## src/rtl/toy_mem_arb.sv

```systemverilog
// Two-port round-robin arbiter and sequencer for the toy CPU memory bus.
// Serialises CPU and I/O requests, drives the strobes and captures read data.
module toy_mem_arb #(
    parameter int unsigned RD_LAT = 1
) (
    input  logic       CLK,
    input  logic       RESET,
    input  logic       CPU_REQ,
    input  logic       CPU_RORW,
    input  logic [7:0] CPU_ADDR,
    input  logic [7:0] CPU_WDATA,
    output logic       CPU_GNT,
    output logic       CPU_ACK,
    input  logic       IO_REQ,
    input  logic       IO_RORW,
    input  logic [7:0] IO_ADDR,
    input  logic [7:0] IO_WDATA,
    output logic       IO_GNT,
    output logic       IO_ACK,
    output logic [7:0] RDATA,
    output logic       BUSY,
    output logic [7:0] ADDR,
    output logic [7:0] D_OUT,
    input  logic [7:0] D_IN,
    output logic       MEM_EN,
    output logic       RORW
);

    typedef enum logic [1:0] {
        S_IDLE,
        S_ISSUE,
        S_WAIT,
        S_DONE
    } state_t;

    localparam logic [1:0] LAT_M1 = 2'(RD_LAT - 1);

    state_t     r_state;
    state_t     w_next;
    logic       r_last;
    logic       r_win;
    logic       r_rorw;
    logic [7:0] r_addr;
    logic [7:0] r_dout;
    logic [7:0] r_rdata;
    logic [1:0] r_cnt;

    logic       w_any;
    logic       w_pick_io;
    logic       w_last_wait;
    logic       w_sel_rorw;
    logic [7:0] w_sel_addr;
    logic [7:0] w_sel_wdata;
    logic       w_latch;

    // r_last/r_win: 1 = I/O requester, 0 = CPU
    assign w_any       = CPU_REQ | IO_REQ;
    assign w_pick_io   = IO_REQ & (~CPU_REQ | ~r_last);
    assign w_last_wait = (r_cnt == LAT_M1);
    assign w_latch     = (r_state == S_IDLE) & w_any;

    assign w_sel_rorw  = w_pick_io ? IO_RORW  : CPU_RORW;
    assign w_sel_addr  = w_pick_io ? IO_ADDR  : CPU_ADDR;
    assign w_sel_wdata = w_pick_io ? IO_WDATA : CPU_WDATA;

    always_comb begin
        w_next = r_state;
        unique case (r_state)
            S_IDLE:  if (w_any) w_next = S_ISSUE;
            S_ISSUE: w_next = r_rorw ? S_WAIT : S_DONE;
            S_WAIT:  if (w_last_wait) w_next = S_DONE;
            S_DONE:  w_next = S_IDLE;
            default: w_next = S_IDLE;
        endcase
    end

    always_ff @(posedge CLK) begin
        if (!RESET) begin
            r_state <= S_IDLE;
        end else begin
            r_state <= w_next;
        end
    end

    always_ff @(posedge CLK) begin
        if (!RESET) begin
            r_last  <= 1'b1;
            r_win   <= 1'b0;
            r_rorw  <= 1'b1;
            r_addr  <= 8'h00;
            r_dout  <= 8'h00;
            r_rdata <= 8'h00;
            r_cnt   <= 2'd0;
        end else begin
            if (w_latch) begin
                r_win  <= w_pick_io;
                r_rorw <= w_sel_rorw;
                r_addr <= w_sel_addr;
                if (!w_sel_rorw) r_dout <= w_sel_wdata;
            end
            if (r_state == S_ISSUE) begin
                r_cnt <= 2'd0;
            end else if (r_state == S_WAIT) begin
                r_cnt <= r_cnt + 2'd1;
            end
            // D_IN is only trusted on the edge that ends the final WAIT cycle
            if ((r_state == S_WAIT) && w_last_wait) r_rdata <= D_IN;
            if (r_state == S_DONE) r_last <= r_win;
        end
    end

    assign BUSY    = (r_state != S_IDLE);
    assign MEM_EN  = (r_state == S_ISSUE);
    assign CPU_GNT = BUSY & ~r_win;
    assign IO_GNT  = BUSY & r_win;
    assign CPU_ACK = (r_state == S_DONE) & ~r_win;
    assign IO_ACK  = (r_state == S_DONE) & r_win;
    assign ADDR    = r_addr;
    assign D_OUT   = r_dout;
    assign RORW    = r_rorw;
    assign RDATA   = r_rdata;

endmodule

```

## config.mk

```make
export PLATFORM = sky130hd
export DESIGN_NAME = toy_mem_arb
export DESIGN_NICKNAME = d
export VERILOG_FILES = /design/src/rtl/toy_mem_arb.sv
export SDC_FILE = /design/constraint.sdc
export NUM_CORES = 1
export LEC_CHECK = 0
export CAP_MARGIN = 20
export CORE_MARGIN = 4
export CORE_UTILIZATION = 42
export DETAILED_ROUTE_END_ITERATION = 10
export HOLD_SLACK_MARGIN = 0.15
export MAX_ROUTING_LAYER = met4
export PLACE_DENSITY = 0.89
export SETUP_SLACK_MARGIN = 0.15
export SYNTH_ARGS = -nofsm -noshare
export SYNTH_HDL_FRONTEND = slang
export SYNTH_SLANG_ARGS = --single-unit
```

## constraint.sdc

```tcl
create_clock -name CLK -period 2.4 [get_ports CLK]
set_input_delay 0.24 -clock CLK [delete_from_list [all_inputs] [get_ports CLK]]
set_output_delay 0.24 -clock CLK [all_outputs]
set_load 0.03 [all_outputs]
```

-- Word level (Yosys, flattened, before mapping)
Index checks and enable logic that the tools add are counted.
- add/sub/neg operators: 1
- equality and inequality tests: 5
- reduce and logical (&&, ||, !) cells: 7
- bitwise logic cells: 13
- muxes and demuxes: 7
- operators with widths (kind ; count):
    $mux 8 ; 2
    $pmux 2 s4 ; 1
    $and 1x1->1 ; 6
    $not 1->1 ; 5
    $eq 2x2->1 const B ; 2
    $logic_not 2->1 ; 2
    $mux 2 ; 2
    $ne 2x2->1 const B ; 2
    $reduce_and 2->1 ; 2
    $add 2x1->2 const B ; 1
    $eq 2x1->1 const B ; 1
    $mux 1 ; 2
    $or 1x1->1 ; 2
    $reduce_bool 2->1 ; 1
    $reduce_or 2->1 ; 1
    $logic_and 1x1->1 ; 1
- bits of input ports: 46
- flip-flop bits (word level): 31
- logic and storage cells: 41

-- Depth between registers and ports, before layout
Gate-level depths: netlist (run 1).
- depth after elaboration: 6
- gate-level depth with buffers: 7
- mapped depth without buffers: 6

-- Worst setup path after synthesis (run 1)
No wires, ideal clock.
- kind: register to register
- start point: register r_last
- end point: register r_dout[0] (netlist: D_OUT[0])
- required time: 2.284 ns
- stages on the path, launching flop included: 7
- setup time: 0.116 ns
- data arrival time: 1.348 ns
- clock period less this slack: 1.465 ns
- path slack: 0.935 ns
- buffers on the path: 2
- path through: dfxtp_1 -> or2b_1 -> a32o_1 -> buf_6 -> and2_4 -> buf_6 -> o211a_1
- longest elaborated chain between the ends: 6
- ends and longest elaborated chain (item ; RTL line ; source):
    from (decl) ; 40 ; logic r_last;
    from (signal assigned) ; 108 ; if (r_state == S_DONE) r_last <= r_win;
    $not 1->1 (*) ; 58 ; assign w_pick_io = IO_REQ & (~CPU_REQ | ~r_last);
    $or 1x1->1 (*) ; 58 ;
    $and 1x1->1 (*) ; 58 ;
    $mux 1 ; 62 ; assign w_sel_rorw = w_pick_io ? IO_RORW : CPU_RORW;
    $not 1->1 (no source line) ; n/a ;
    $reduce_and 2->1 (no source line) ; n/a ;
    to (signal assigned) ; 99 ; if (!w_sel_rorw) r_dout <= w_sel_wdata;
    to (decl) ; 44 ; logic [7:0] r_dout;
Mark *: on every way between the ends. The rest lies on a longest branch, timed or not.
A chain may end at the register's enable or synchronous reset.

-- Worst setup path after layout (run 1)
- start point: register r_state[0]
- end point: output CPU_GNT
- longest elaborated chain between the ends: 2
- ends and longest elaborated chain (item ; RTL line ; source):
    from (decl) ; 38 ; state_t r_state;
    from (signal assigned) ; 81 ; r_state <= w_next;
    $reduce_bool 2->1 ; 112 ; assign BUSY = (r_state != S_IDLE);
    $and 1x1->1 ; 114 ; assign CPU_GNT = BUSY & ~r_win;
    to (decl) ; 12 ; output logic CPU_GNT,
Every way passes these cells.

==> results of run 1 <==
==> state kept, by name, indices dropped and copies added, names as in the netlist <==
signal   count
RDATA        8
r_cnt        2
r_win        1
ADDR         8
r_state      2
D_OUT        8
RORW         1
r_last       1
==> cell type report <==
cell class / instances / area, µm² / area share
inverters: 8 / 30.0 / 0.0129
flip-flops and latches: 31 / 621 / 0.267
repair buffers: 79 / 788 / 0.339
clock buffers: 8 / 68.8 / 0.0296
multi-input cells: 109 / 758 / 0.326
well taps: 46 / 57.6 / 0.0248
==> cells by family (layout without fill, tap and decap cells) <==
kind of cell	Yosys count	in the layout
AOI/OAI and AO/OA	42	42
xor gates and xnor gates	1	1
adders and majority gates	6	6
buffers and inverters	19	95
DFF	31	31
muxes	18	18
and+or+nand+nor	42	42
==> tightest hold or removal path: stages (launching register included) <==
cell and delay, ns:
sky130_fd_sc_hd__dfxtp_1 0.32, sky130_fd_sc_hd__nand2_1 0.04, sky130_fd_sc_hd__a21boi_0 0.06
==> synth_stat cells (7+ instances only) <==
| cell | instances |
|---|---|
| sky130_fd_sc_hd__dfxtp_1 | 31 |
| sky130_fd_sc_hd__a21boi_0 | 8 |
| sky130_fd_sc_hd__mux2i_1 | 18 |
| sky130_fd_sc_hd__nand3_1 | 16 |
| sky130_fd_sc_hd__nand2_1 | 10 |
| sky130_fd_sc_hd__inv_1 | 8 |
| sky130_fd_sc_hd__a21oi_1 | 12 |
| sky130_fd_sc_hd__o21ai_0 | 10 |
| sky130_fd_sc_hd__o211a_1 | 8 |
| sky130_fd_sc_hd__clkbuf_1 | 7 |
==> path summary, 6_finish.rpt <==
kind / from / end / depth (start not counted)
max reg2reg: r_state[0] / r_win / 6
max: r_state[0] / CPU_GNT / 4
min: RDATA[6] / RDATA[6] / 2
min reg2reg: RDATA[6] / RDATA[6] / 2
==> per-stage QoR <==
stage | cells | total power [mW] | util | worst slack [ns]
after floorplan | 159 | 1.54 | - | 0.935
final | 281 | 2.35 | 0.691 | 0.309
after detailed placement | 273 | 2.02 | 0.669 | 0.480
after global placement | 273 | 2.00 | 0.669 | 0.523
after CTS | 281 | 2.37 | 0.689 | 0.186
after global routing | 281 | 2.49 | 0.691 | 0.190
==> layer usage <==
metal | global-route usage | vias to the layer above | part of all wire
met5 | - | - | 0
met4 | 0.0861 | 0 | 0.020
met3 | 0.0433 | 7 | 0.049
met2 | 0.287 | 37 | 0.51
met1 | 0.199 | 638 | 0.42
li1 | - | 707 | -
==> repair_timing <==
| action | in CTS | in global routing |
|---|---|---|
| gates resized for setup | 0 | 2 |
| hold buffers | 0 | 0 |
| endpoints found under the setup margin | 0 | 2 |
| hold endpoints to repair | 0 | 0 |
==> power breakdown <==
| group | switching [mW] | leakage, nW | internal, mW |
|---|---|---|---|
| registers | 0.0884 | 0.255 | 0.665 |
| logic | 0.721 | 0.689 | 0.527 |
| clock network | 0.174 | 0.0386 | 0.172 |
==> flow_summary.json, run 1 <==
{
  "status": "completed",
  "final.setup.tns_ns": 0,
  "synthesis.instances": 159,
  "ys_ff_latch": 31,
  "max_slew_margin": 0.550,
  "num_rows": 21,
  "drtIter0Drc": 44,
  "drt_wl_total_um": 3720,
  "muxShareOfSynthArea": 0.122,
  "gpl.final_weighted_congestion": 0.825,
  "first_global_vias": 1371,
  "fp.dieArea_um2": 4520,
  "largest_family_of_logic_cells_by_synthesized_area": "compound AO/OA/AOI/OAI gates",
  "timing.final.crit_share": 0.871,
  "cts_buffer_depth": 2,
  "tightest_hold_margin_ns": 0.466,
  "postLayoutCellArea_um2": 2320,
  "grt_max_degree": 23,
  "synth-seq-area-share": 0.421,
  "crit_path_cell_trace": "inv_1, ha_1, nor2_1, clkdlybuf4s50_1",
  "synth_area_leader_cell": "sky130_fd_sc_hd__dfxtp_1",
  "ys_async_sr_fraction": 0,
  "synth_cell_type_count": 24,
  "grt_antenna_before_repair": 0,
  "routed_vias": 1389,
  "worst_pin_slew_ns": 0.673,
  "first_pass_grt_wire_length_um": 5840,
  "critical_path_peak_fanout": 5,
  "most_common_library_cell_in_the_layout_ignoring_fill_and_taps": "sky130_fd_sc_hd__clkdlybuf4s50_1",
  "kind_of_start_point_of_the_critical_path": "flip-flop",
  "netlist.area_leader.share": 0.421,
  "fillCellCount": 304,
  "path_clk_slew_ns": 0.09,
  "worst_ep_required_time_ns": 2.16,
  "final-setup-viol-count": 0,
  "grt-ovfl-total": 0,
  "critPathMaxStageDelay_ns": 0.67,
  "number_of_sinks_handled_by_clock_tree_synthesis": 31,
  "ctsHtreeMaxLevel": 2,
  "endpoint_kind": "output port",
  "design.portCount": 77,
  "synth_xor_xnor_area_share": 0.00594,
  "synth_ff_type": "sky130_fd_sc_hd__dfxtp_1",
  "start_util": 0.438,
  "synth_nets": 211,
  "dpl-instance-area_um2": 2250,
  "synth.avg_cell_area_um2": 9.27,
  "critPathArrivalTime_ns": 1.85,
  "synth.top_cells.by_area": "sky130_fd_sc_hd__dfxtp_1 42%, sky130_fd_sc_hd__mux2i_1 12%, sky130_fd_sc_hd__nand3_1 5.4%, sky130_fd_sc_hd__o211a_1 5.4%, sky130_fd_sc_hd__ha_1 5.1%",
  "num_antenna_cells": 0,
  "standard_cell_core_area_um2": 3360,
  "worst-path-buf-inv": 2,
  "cts_tree": "yes",
  "ratio_of_cells_with_drive_above_1_in_the_final_layout": 0.0511,
  "worst-r2r-setup-slack_ns": 0.56,
  "cts_setup_buffers": 0,
  "synth-edff-count": 0,
  "viasPerCell": 4.94,
  "global_route.usage.total": 0.175,
  "tritoncts.num_buffers": 5,
  "layout_common_cells": "74 x sky130_fd_sc_hd__clkdlybuf4s50_1, 31 x sky130_fd_sc_hd__dfxtp_1, 18 x sky130_fd_sc_hd__mux2i_1, 16 x sky130_fd_sc_hd__nand3_1, 12 x sky130_fd_sc_hd__a21oi_1",
  "finalHoldViolCount": 0,
  "yosys.area_share.simple": 0.140,
  "synth_fa_ha_area_frac": 0.0509,
  "final_max_slew_viol_count": 0,
  "setup_repair_after_global_routing_missed_its_margin": "no",
  "route.detailed.wl_per_inst_um": 13.2,
  "holdCritPathClass": "reg2reg",
  "dp_hpwl_um": 2900,
  "time_the_worst_path_needs_with_i_o_delays_and_setup_ns": 2.09,
  "achievable-frequency_mhz": 478,
  "critical-path-top-delay-family": "buffers and inverters",
  "worst_vdd_ir_uv": 608,
  "fraction_of_the_mapped_netlist_area_in_compound_gates": 0.195,
  "dr.pass1.iters": 4,
  "layout-area-overhead-vs-synth_pct": 57.6,
  "total_leakage_power_nw": 0.983,
  "die-height_um": 67.2,
  "syn-cell-area_um2": 1470,
  "worst_clk_skew_ns": 0.00329,
  "die_w_um": 67.2,
  "synth_warn": 0,
  "maxCapViolCount": 0,
  "cts.root.buffer_cell": "sky130_fd_sc_hd__clkbuf_4",
  "slowest_stage": "sky130_fd_sc_hd__clkdlybuf4s50_1",
  "portBuffers": 76,
  "power.density_cell_area_nw_per_um2": 1010,
  "worstSkewPairLatency_ns": 0.33,
  "fin_nets": 286,
  "timing_worst_setup_path_type": "reg2out",
  "drc_errors": 0,
  "drt.antenna.violating_nets": 0
}
Note: power is estimated with default switching activity, not from simulation.
==> run 2: changes to the inputs <==
- CORE_MARGIN: 4 -> 1.5
- CORE_UTILIZATION: 42 -> 35
- HOLD_SLACK_MARGIN: 0.15 -> default
- PLACE_DENSITY: 0.89 -> 0.79
- clock period: 2.4 -> 1.7 ns (I/O delays scaled with it)
==> run 2 against run 1 <==
- hold slack worse by 0.0066 ns
- setup slack worse by 0.090 ns
- die area is 2.0% higher
- critical path depth is 3 lower
- non-clock buffer count is 8 higher
- via count is 1.4% higher
- design area is 4.1% higher
- critical path type unchanged
- largest cell class unchanged
- largest power group unchanged
==> flow_summary.json, run 2 (synthesis gave the netlist of run 1 again) <==
{
  "power.density_cell_area_nw_per_um2": 1480,
  "fin_nets": 294,
  "viasPerCell": 4.81,
  "max_slew_margin": 0.751,
  "ratio_of_cells_with_drive_above_1_in_the_final_layout": 0.128,
  "drt.antenna.violating_nets": 0,
  "route.detailed.wl_per_inst_um": 12.4,
  "crit_path_cell_trace": "clkdlybuf4s50_1",
  "cts_buffer_depth": 2,
  "maxCapViolCount": 0,
  "grt_max_degree": 31,
  "worst_clk_skew_ns": 0.00505,
  "drc_errors": 0,
  "worst_vdd_ir_uv": 711,
  "met2_routed_length_um": 1720,
  "multi_input_comb_area_um2": 774,
  "timing.final.crit_share": 0.871,
  "fillCellCount": 387,
  "status": "completed",
  "drt_wl_total_um": 3640,
  "detailroute.wirelength.met3_um": 278,
  "fin_ws_ns": 0.219,
  "holdCritPathClass": "reg2reg",
  "first_global_vias": 1287,
  "final.setup.tns_ns": 0,
  "grt_antenna_before_repair": 0,
  "kind_of_start_point_of_the_critical_path": "flip-flop",
  "grt-ovfl-total": 0,
  "worstSkewPairLatency_ns": 0.29,
  "worst-r2r-cell-count": 7,
  "global_route.usage.total": 0.172,
  "dr.max_layer_used": "met4",
  "timing_worst_setup_path_type": "reg2out",
  "routed_vias": 1409,
  "critPathArrivalTime_ns": 1.31,
  "num_rows": 23,
  "final_max_slew_viol_count": 0,
  "most_common_library_cell_in_the_layout_ignoring_fill_and_taps": "sky130_fd_sc_hd__clkdlybuf4s50_1",
  "achievable-frequency_mhz": 675,
  "detailedPlace.worstSlack_ns": 0.0146,
  "critical_path_peak_fanout": 2,
  "post_cts_resized": 14,
  "dr.pass1.iters": 4,
  "path_clk_slew_ns": 0.06,
  "worst-path-buf-inv": 1,
  "ctsHtreeMaxLevel": 2,
  "endpoint_kind": "output port",
  "critical-path-top-delay-family": "buffers and inverters",
  "standard_cell_core_area_um2": 4030,
  "cts_tree": "yes",
  "dp_hpwl_um": 2660,
  "design.portCount": 77,
  "seq_area_um2": 622,
  "critPathMaxStageDelay_ns": 0.68,
  "layout_common_cells": "69 x sky130_fd_sc_hd__clkdlybuf4s50_1, 30 x sky130_fd_sc_hd__dfxtp_1, 18 x sky130_fd_sc_hd__mux2i_1, 16 x sky130_fd_sc_hd__nand3_1",
  "cts.root.buffer_cell": "sky130_fd_sc_hd__clkbuf_8",
  "total_leakage_power_nw": 1.02,
  "gpl.final_weighted_congestion": 0.780,
  "min_delay_path_depth": 2,
  "die_w_um": 67.9,
  "cts_setup_buffers": 0,
  "wl_met1_um": 1580,
  "die-height_um": 67.9,
  "tritoncts.num_buffers": 5,
  "worst_ep_required_time_ns": 1.53,
  "slowest_stage": "sky130_fd_sc_hd__clkdlybuf4s50_1",
  "final-setup-viol-count": 0,
  "critical_path_depth": 1,
  "start_util": 0.366,
  "number_of_sinks_handled_by_clock_tree_synthesis": 31,
  "postCtsHoldBufs": 0,
  "fp.dieArea_um2": 4610,
  "worst_pin_slew_ns": 0.373,
  "num_antenna_cells": 0,
  "first_pass_grt_wire_length_um": 5660,
  "setup_repair_after_global_routing_missed_its_margin": "yes",
  "portBuffers": 76,
  "finalHoldViolCount": 0,
  "drtIter0Drc": 52,
  "layout-area-overhead-vs-synth_pct": 64.2,
  "time_the_worst_path_needs_with_i_o_delays_and_setup_ns": 1.48
}
run 2: layout make-up:
class                           count  area share
Timing Repair Buffer               87       0.343
Multi-Input combinational cell    109       0.320
Sequential cell                    31       0.257
Clock buffer                        8      0.0414
Tap cell                           50      0.0259
Inverter                            8      0.0124
run 2: metal layers:
metal	global-route usage	vias to the layer above
li1	-	717
met1	0.195	641
met2	0.272	46
met3	0.0674	5
met4	0.0675	0
met5	-	-
run 2: worst register-to-register path: stages (launching register included):
cell and delay (ns):
sky130_fd_sc_hd__dfxtp_1 0.35, sky130_fd_sc_hd__inv_1 0.07, sky130_fd_sc_hd__buf_4 0.15, sky130_fd_sc_hd__ha_1 0.20, sky130_fd_sc_hd__nor2b_1 0.16, sky130_fd_sc_hd__a21oi_2 0.16
sky130_fd_sc_hd__mux2i_1 0.20, sky130_fd_sc_hd__nor2b_1 0.06
run 2: through the flow:
step | instances | hold slack, ns | utilization | area, µm² | power, mW
floorplan | 159 | 0.326 | - | 1470 | 2.18
global placement | 285 | 0.450 | 0.577 | 2320 | 2.95
detailed placement | 285 | 0.456 | 0.577 | 2320 | 2.98
CTS | 293 | 0.464 | 0.601 | 2420 | 3.60
global route | 293 | 0.479 | 0.601 | 2420 | 3.79
finish | 293 | 0.460 | 0.601 | 2420 | 3.59
run 2: final timing paths:
check / startpoint / end / slack (ns)
max: D_OUT[7] / D_OUT[7] / 0.22
min: RDATA[2] / RDATA[2] / 0.46
max reg2reg: r_state[0] / r_state[1] / 0.25
min reg2reg: RDATA[2] / RDATA[2] / 0.46
run 2: power breakdown:
part,switching (mW),internal (mW)
sequential,0.125,0.943
clock,0.258,0.369
combinational,1.06,0.828
total,1.45,2.14
